## src/rtl/one_lane_pkg.sv

```systemverilog
// ============================================================================
// Module   : one_lane_pkg
// Brief    : Shared types and constants for the one-lane arbiter.
// Revision : 1.0 - initial release
// ============================================================================
`default_nettype none

package one_lane_pkg;

    localparam int C_CNT_W = 8;

    typedef enum logic [1:0] {
        IDLE    = 2'd0,
        GRANT_E = 2'd1,
        GRANT_W = 2'd2,
        CLEAR   = 2'd3
    } state_t;

    typedef enum logic {
        EAST = 1'b0,
        WEST = 1'b1
    } dir_t;

endpackage

`default_nettype wire

```

## src/rtl/one_lane_timer.sv

```systemverilog
// ============================================================================
// Module   : one_lane_timer
// Brief    : Loadable down-counter with zero flag; times the all-clear interval.
// Revision : 1.0 - initial release
// ============================================================================
`default_nettype none

module one_lane_timer
    import one_lane_pkg::*;
#(
    parameter int WIDTH = C_CNT_W
) (
    input  logic             clk,
    input  logic             rst,
    input  logic             load_i,
    input  logic [WIDTH-1:0] load_val_i,
    input  logic             dec_i,
    output logic             zero_o
);

    logic [WIDTH-1:0] cnt_q;
    logic [WIDTH-1:0] cnt_d;

    always_comb begin
        cnt_d = cnt_q;
        if (load_i) begin
            cnt_d = load_val_i;
        end else if (dec_i && (cnt_q != '0)) begin
            cnt_d = cnt_q - 1'b1;
        end
    end

    always_ff @(posedge clk) begin
        if (rst) begin
            cnt_q <= '0;
        end else begin
            cnt_q <= cnt_d;
        end
    end

    assign zero_o = (cnt_q == '0);

endmodule

`default_nettype wire

```

## src/rtl/one_lane_arbiter.sv

```systemverilog
// ============================================================================
// Module   : one_lane_arbiter
// Brief    : Two-sided shared-lane arbiter with all-clear gap between grants.
//            Optional forced release enabled by macro ONE_LANE_TIMEOUT_EN.
// Revision : 1.0 - initial release
// ============================================================================
`default_nettype none

module one_lane_arbiter
    import one_lane_pkg::*;
#(
    parameter int CLEAR_CYC = 3,
    parameter int MAX_HOLD  = 16
) (
    input  logic clk,
    input  logic rst,
    input  logic req_e,
    input  logic req_w,
    output logic gnt_e,
    output logic gnt_w,
    output logic clr,
    output logic idle
);

    // Timer is loaded with CLEAR_CYC-1 so the zero flag is seen in the last clear cycle.
    localparam logic [C_CNT_W-1:0] C_CLEAR_LOAD = C_CNT_W'(CLEAR_CYC - 1);
    localparam logic [C_CNT_W-1:0] C_HOLD_LAST  = C_CNT_W'(MAX_HOLD - 1);

    state_t             state_q,    state_d;
    dir_t               last_dir_q, last_dir_d;
    logic [C_CNT_W-1:0] hold_q,     hold_d;

    logic w_req_own;
    logic w_req_opp;
    logic w_hold_last;
    logic w_timeout;
    logic w_tmr_load;
    logic w_tmr_dec;
    logic w_tmr_zero;

    assign w_req_own   = (state_q == GRANT_E) ? req_e : req_w;
    assign w_req_opp   = (state_q == GRANT_E) ? req_w : req_e;
    assign w_hold_last = (hold_q == C_HOLD_LAST);

`ifdef ONE_LANE_TIMEOUT_EN
    assign w_timeout = w_hold_last && w_req_opp;
`else
    logic w_unused_hold;
    assign w_unused_hold = w_hold_last ^ w_req_opp;
    assign w_timeout     = 1'b0;
`endif

    always_comb begin
        state_d    = state_q;
        last_dir_d = last_dir_q;
        hold_d     = '0;
        w_tmr_load = 1'b0;
        w_tmr_dec  = 1'b0;
        case (state_q)
            IDLE: begin
                if (req_e && (!req_w || (last_dir_q == WEST))) begin
                    state_d    = GRANT_E;
                    last_dir_d = EAST;
                end else if (req_w) begin
                    state_d    = GRANT_W;
                    last_dir_d = WEST;
                end
            end
            GRANT_E, GRANT_W: begin
                if (!w_req_own || w_timeout) begin
                    state_d    = CLEAR;
                    w_tmr_load = 1'b1;
                end else if (hold_q != '1) begin
                    hold_d = hold_q + 1'b1;
                end else begin
                    hold_d = hold_q;
                end
            end
            CLEAR: begin
                if (w_tmr_zero) begin
                    state_d = IDLE;
                end else begin
                    w_tmr_dec = 1'b1;
                end
            end
            default: state_d = IDLE;
        endcase
    end

    always_ff @(posedge clk) begin
        if (rst) begin
            state_q    <= IDLE;
            last_dir_q <= WEST;
            hold_q     <= '0;
        end else begin
            state_q    <= state_d;
            last_dir_q <= last_dir_d;
            hold_q     <= hold_d;
        end
    end

    one_lane_timer #(
        .WIDTH (C_CNT_W)
    ) u_timer (
        .clk        (clk),
        .rst        (rst),
        .load_i     (w_tmr_load),
        .load_val_i (C_CLEAR_LOAD),
        .dec_i      (w_tmr_dec),
        .zero_o     (w_tmr_zero)
    );

    assign idle  = (state_q == IDLE);
    assign gnt_e = (state_q == GRANT_E);
    assign gnt_w = (state_q == GRANT_W);
    assign clr   = (state_q == CLEAR);

endmodule

`default_nettype wire

```

## config.mk

```make
export PLATFORM = sky130hd
export DESIGN_NAME = one_lane_arbiter
export DESIGN_NICKNAME = d
export VERILOG_FILES = /design/src/rtl/one_lane_pkg.sv /design/src/rtl/one_lane_timer.sv /design/src/rtl/one_lane_arbiter.sv
export SDC_FILE = /design/constraint.sdc
export NUM_CORES = 1
export LEC_CHECK = 0
export CELL_PAD_IN_SITES_DETAIL_PLACEMENT = 1
export CELL_PAD_IN_SITES_GLOBAL_PLACEMENT = 1
export CORE_ASPECT_RATIO = 0.75
export CORE_MARGIN = 3
export CORE_UTILIZATION = 40
export CTS_CLUSTER_DIAMETER = 150
export DETAILED_ROUTE_END_ITERATION = 10
export PLACE_DENSITY_LB_ADDON = 0.2
export SLEW_MARGIN = 20
export SYNTH_ARGS = -nofsm -noshare
export SYNTH_HDL_FRONTEND = slang
export SYNTH_HIERARCHICAL = 1
export SYNTH_SLANG_ARGS = --single-unit
```

## constraint.sdc

```tcl
create_clock -name clk -period 3.1 [get_ports clk]
set_input_delay 0.465 -clock clk [delete_from_list [all_inputs] [get_ports clk]]
set_output_delay 0.465 -clock clk [all_outputs]
set_load 0.01 [all_outputs]
```

==> results.md <==
* Reg2Reg Setup Slack at approximately 430 ps
* Clock power share at 11.0%
* Yosys synthesis warning count at 6
* Maximum clock frequency at around 0.37 GHz
* Synth area leaders: dfxtp_1, ha_1, nor2_1
* Row count at 12
* Syn Inst Count at 88
* Synthesized area at ~760 um2
* Inserted Clock Buffers at 3
* Dpl cells at 120
* Detail Route Antenna Nets at 0
* GRT Residual Overflow at 0
* Die Wd at around 56 um
* IO Port Bufs at 7
* Share of post-route cells with drive strength above 1 at between 10% and 20%
* Setup Skew at between 1 and 1.5 ps
* NumNets Final at about 110
* Cell Chain, Critical Path: inv_1, ha_1, inv_1, nor4_1, nor2b_1, or3b_2, nor3_1, mux2i_1, a211oi_1
* Synth Flop Type: dfxtp_1
* Postcts setup bufs at 0
* Core Area at about 1600 um2
* CP Launch Point: u_timer/cnt_q[0]$_SDFFE_PP0P_
* Die Height at 43.7 um
* Area leader, netlist: dfxtp_1
* Layout Cell Area excl Fill at approximately 900 um2
* Avg Cell Area, Syn at approximately 8.6 um2
* Hpwl dp at between 1 and 1.5 mm
* Status: finished, final reports clean
* Max H-tree Level at 1
* Die area at between 2000 and 2500 um2
* Max transition margin at between 50% and 60%
* Total power at 931 uW
* CTS hold repair buffers at 0
* I/O pins at 8
* Power per cell area at slightly above 1000 nW/um2
* Post-synth EDFFs at 0
* Yosys top cell area share at approximately 29%
* Least-Margin Pin Slew at around 630 ps
* Reg power frac at 28.6%
* # resized after CTS at 0
* Drc violations at 0
* Worst vdd ir at between 0.0005 and 0.0006 V
* Non-Filler Instances at 124
* Net Switching at approximately 420 uW
* Leak Pwr at around 0.34 nW
* Reg-to-Reg End: u_timer/cnt_q[7]$_SDFFE_PP0P_
* Slowest CP cell: or3b_2
* Final hold vios at 0
* Critical path startpoint category: register
* Setup TNS at 0 ps
* Worst EP required at about 3200 ps
* DR pass1 iterations at 4
* Initial Utilization at ~47%
* Clock sink count at 11
* Final worst path period share at roughly 86%
* GR Util All Layers at between 10% and 20%
* Endpoints failing setup at 0
* P_int at 508 uW
* WHS Endpoint: u_timer/cnt_q[5]$_SDFFE_PP0P_
* RSZ-0062 raised after global routing: false
* Reg-to-Reg Start: u_timer/cnt_q[0]$_SDFFE_PP0P_
* CP arrival at between 2000 and 3000 ps
* Diode count at 0
* Max Cap Viol at 0
* Hold path start: u_timer/cnt_q[5]$_SDFFE_PP0P_
* Register area share after synthesis at 29.0%
* Clock latency on the worst-skew pair at ~270 ps
* Logic pwr share at about three fifths
* Register-to-Register Path Depth at 9
* Max-slew violations at 0
* Tmin final at between 2000 and 3000 ps
* DRT Wirelength at 1.75 mm
* Max FO, Critical Path at 6
* Synth-to-layout area growth at 18.2%
* Async set or reset register ratio after synthesis at 0%
* Largest net degree at the start of global routing at 14
* Initial antenna violation count at 0
* Class of the most critical setup path: reg -> reg
* Routed len/inst at about 14 um
* End-of-flow core utilization at about 55%
* Hold crit path type: reg -> reg
* Routability Congestion at roughly 0.73
* Yosys reg bits at 11
* Placed cell area at 870 um2
* Switching portion of total power at a little under half
* Hold path depth at 2
* First-pass GRT wire length at about 3.0 mm
* Routed vias/inst at approximately 5.3
* Starting DRT DRC Count at 14
* CP peak stage delay at 540 ps
* CP most frequent cell: inv_1
* Crit. End Element: register
* Max Root-Sink Buffers at 2
* TritonCTS clock tree: yes
* Via count at around 660
* Root Buffer: clkbuf_4
* Commonest non-fill, non-tap cells in the layout: nor2_1, dfxtp_1, conb_1
* Unique masters post-synth at 34
* Clk slew on worst S/H paths at 70 ps
* Number of global-route vias before repair at just over 600
area by class of cell:
cell class | count | area, um2
sequential | 11 | 220
inverter | 8 | 30.0
timing repair buffer | 7 | 70.1
multi-input combinational | 73 | 523
tap | 21 | 26.3
fill | 201 | 726
clock buffer | 4 | 26.3
state kept, by name, indices dropped and copies added (netlist names):
| name | count |
|---|---|
| u_timer/cnt_q | 8 |
| state_q | 2 |
| last_dir_q | 1 |
Yosys cell counts, types with 2 or more instances:
| library cell | n |
|---|---|
| dfxtp_1 | 11 |
| nor2_1 | 11 |
| inv_1 | 7 |
| a21oi_1 | 6 |
| ha_1 | 6 |
| nor3b_1 | 4 |
| a31oi_1 | 3 |
| o21ai_0 | 3 |
| xnor2_1 | 3 |
| a211oi_1 | 2 |
| a211oi_2 | 2 |
| a311oi_1 | 2 |
| conb_1 | 2 |
| mux2i_1 | 2 |
| nand2_1 | 2 |
| or3_2 | 2 |
| or4_1 | 2 |
| or4_2 | 2 |
power by group through the flow:
stage / logic [mW] / registers (mW) / clock network [mW]
global route: 0.631 / 0.275 / 0.118
CTS: 0.566 / 0.266 / 0.108
floorplan: 0.428 / 0.249 / 0
finish: 0.562 / 0.266 / 0.102
detailed placement: 0.562 / 0.270 / 0
global placement: 0.543 / 0.264 / 0
kinds of logic (layout without fill, tap and decap cells):
logic type | Yosys count | count (layout) | synth area share [%]
AND/OR/NAND/NOR | 31 | 31 | 24.4
flip-flops | 11 | 11 | 29.0
buffers and inverters | 10 | 19 | 4.95
AO/OA/AOI/OAI | 22 | 22 | 22.6
adder cells (fa/ha/maj) | 6 | 6 | 9.90
XOR/XNOR | 3 | 3 | 3.47
multiplexers | 3 | 3 | 4.62
other | 2 | 8 | 0.990
layer usage:
layer	global-route usage [%]	up-vias	part of all wire [%]
li1	-	340	-
met2	23.3	6	42
met5	0	-	0
met4	4.27	0	0.91
met1	22.5	307	53
met3	7.14	4	3.7
per-stage QoR:
step	hold slack, ps	worst slack, ps
2_1_floorplan	480	914
3_3_place_gp	520	595
3_5_place_dp	516	448
4_1_cts	526	429
5_1_grt	583	291
6_report	531	432
worst max path at each step:
stage	endpoint	slack, ps	depth (start not counted)
2_1_floorplan	u_timer/cnt_q[7]$_SDFFE_PP0P_	910	9
3_3_place_gp	u_timer/cnt_q[7]$_SDFFE_PP0P_	590	9
3_5_place_dp	u_timer/cnt_q[7]$_SDFFE_PP0P_	450	9
4_1_cts	u_timer/cnt_q[7]$_SDFFE_PP0P_	430	9
5_1_grt	u_timer/cnt_q[7]$_SDFFE_PP0P_	290	9
6_report	u_timer/cnt_q[7]$_SDFFE_PP0P_	430	9
worst max-delay path, delay by kind of cell, from the launching register on:
family                   cells  cell delay [ps]
flip-flops                   1              380
multiplexers                 1              240
adder cells (fa/ha/maj)      1              230
AO/OA/AOI/OAI                1               90
AND/OR/NAND/NOR              4             1370
buffers and inverters        2              240
(Power assumes the default switching activity.)
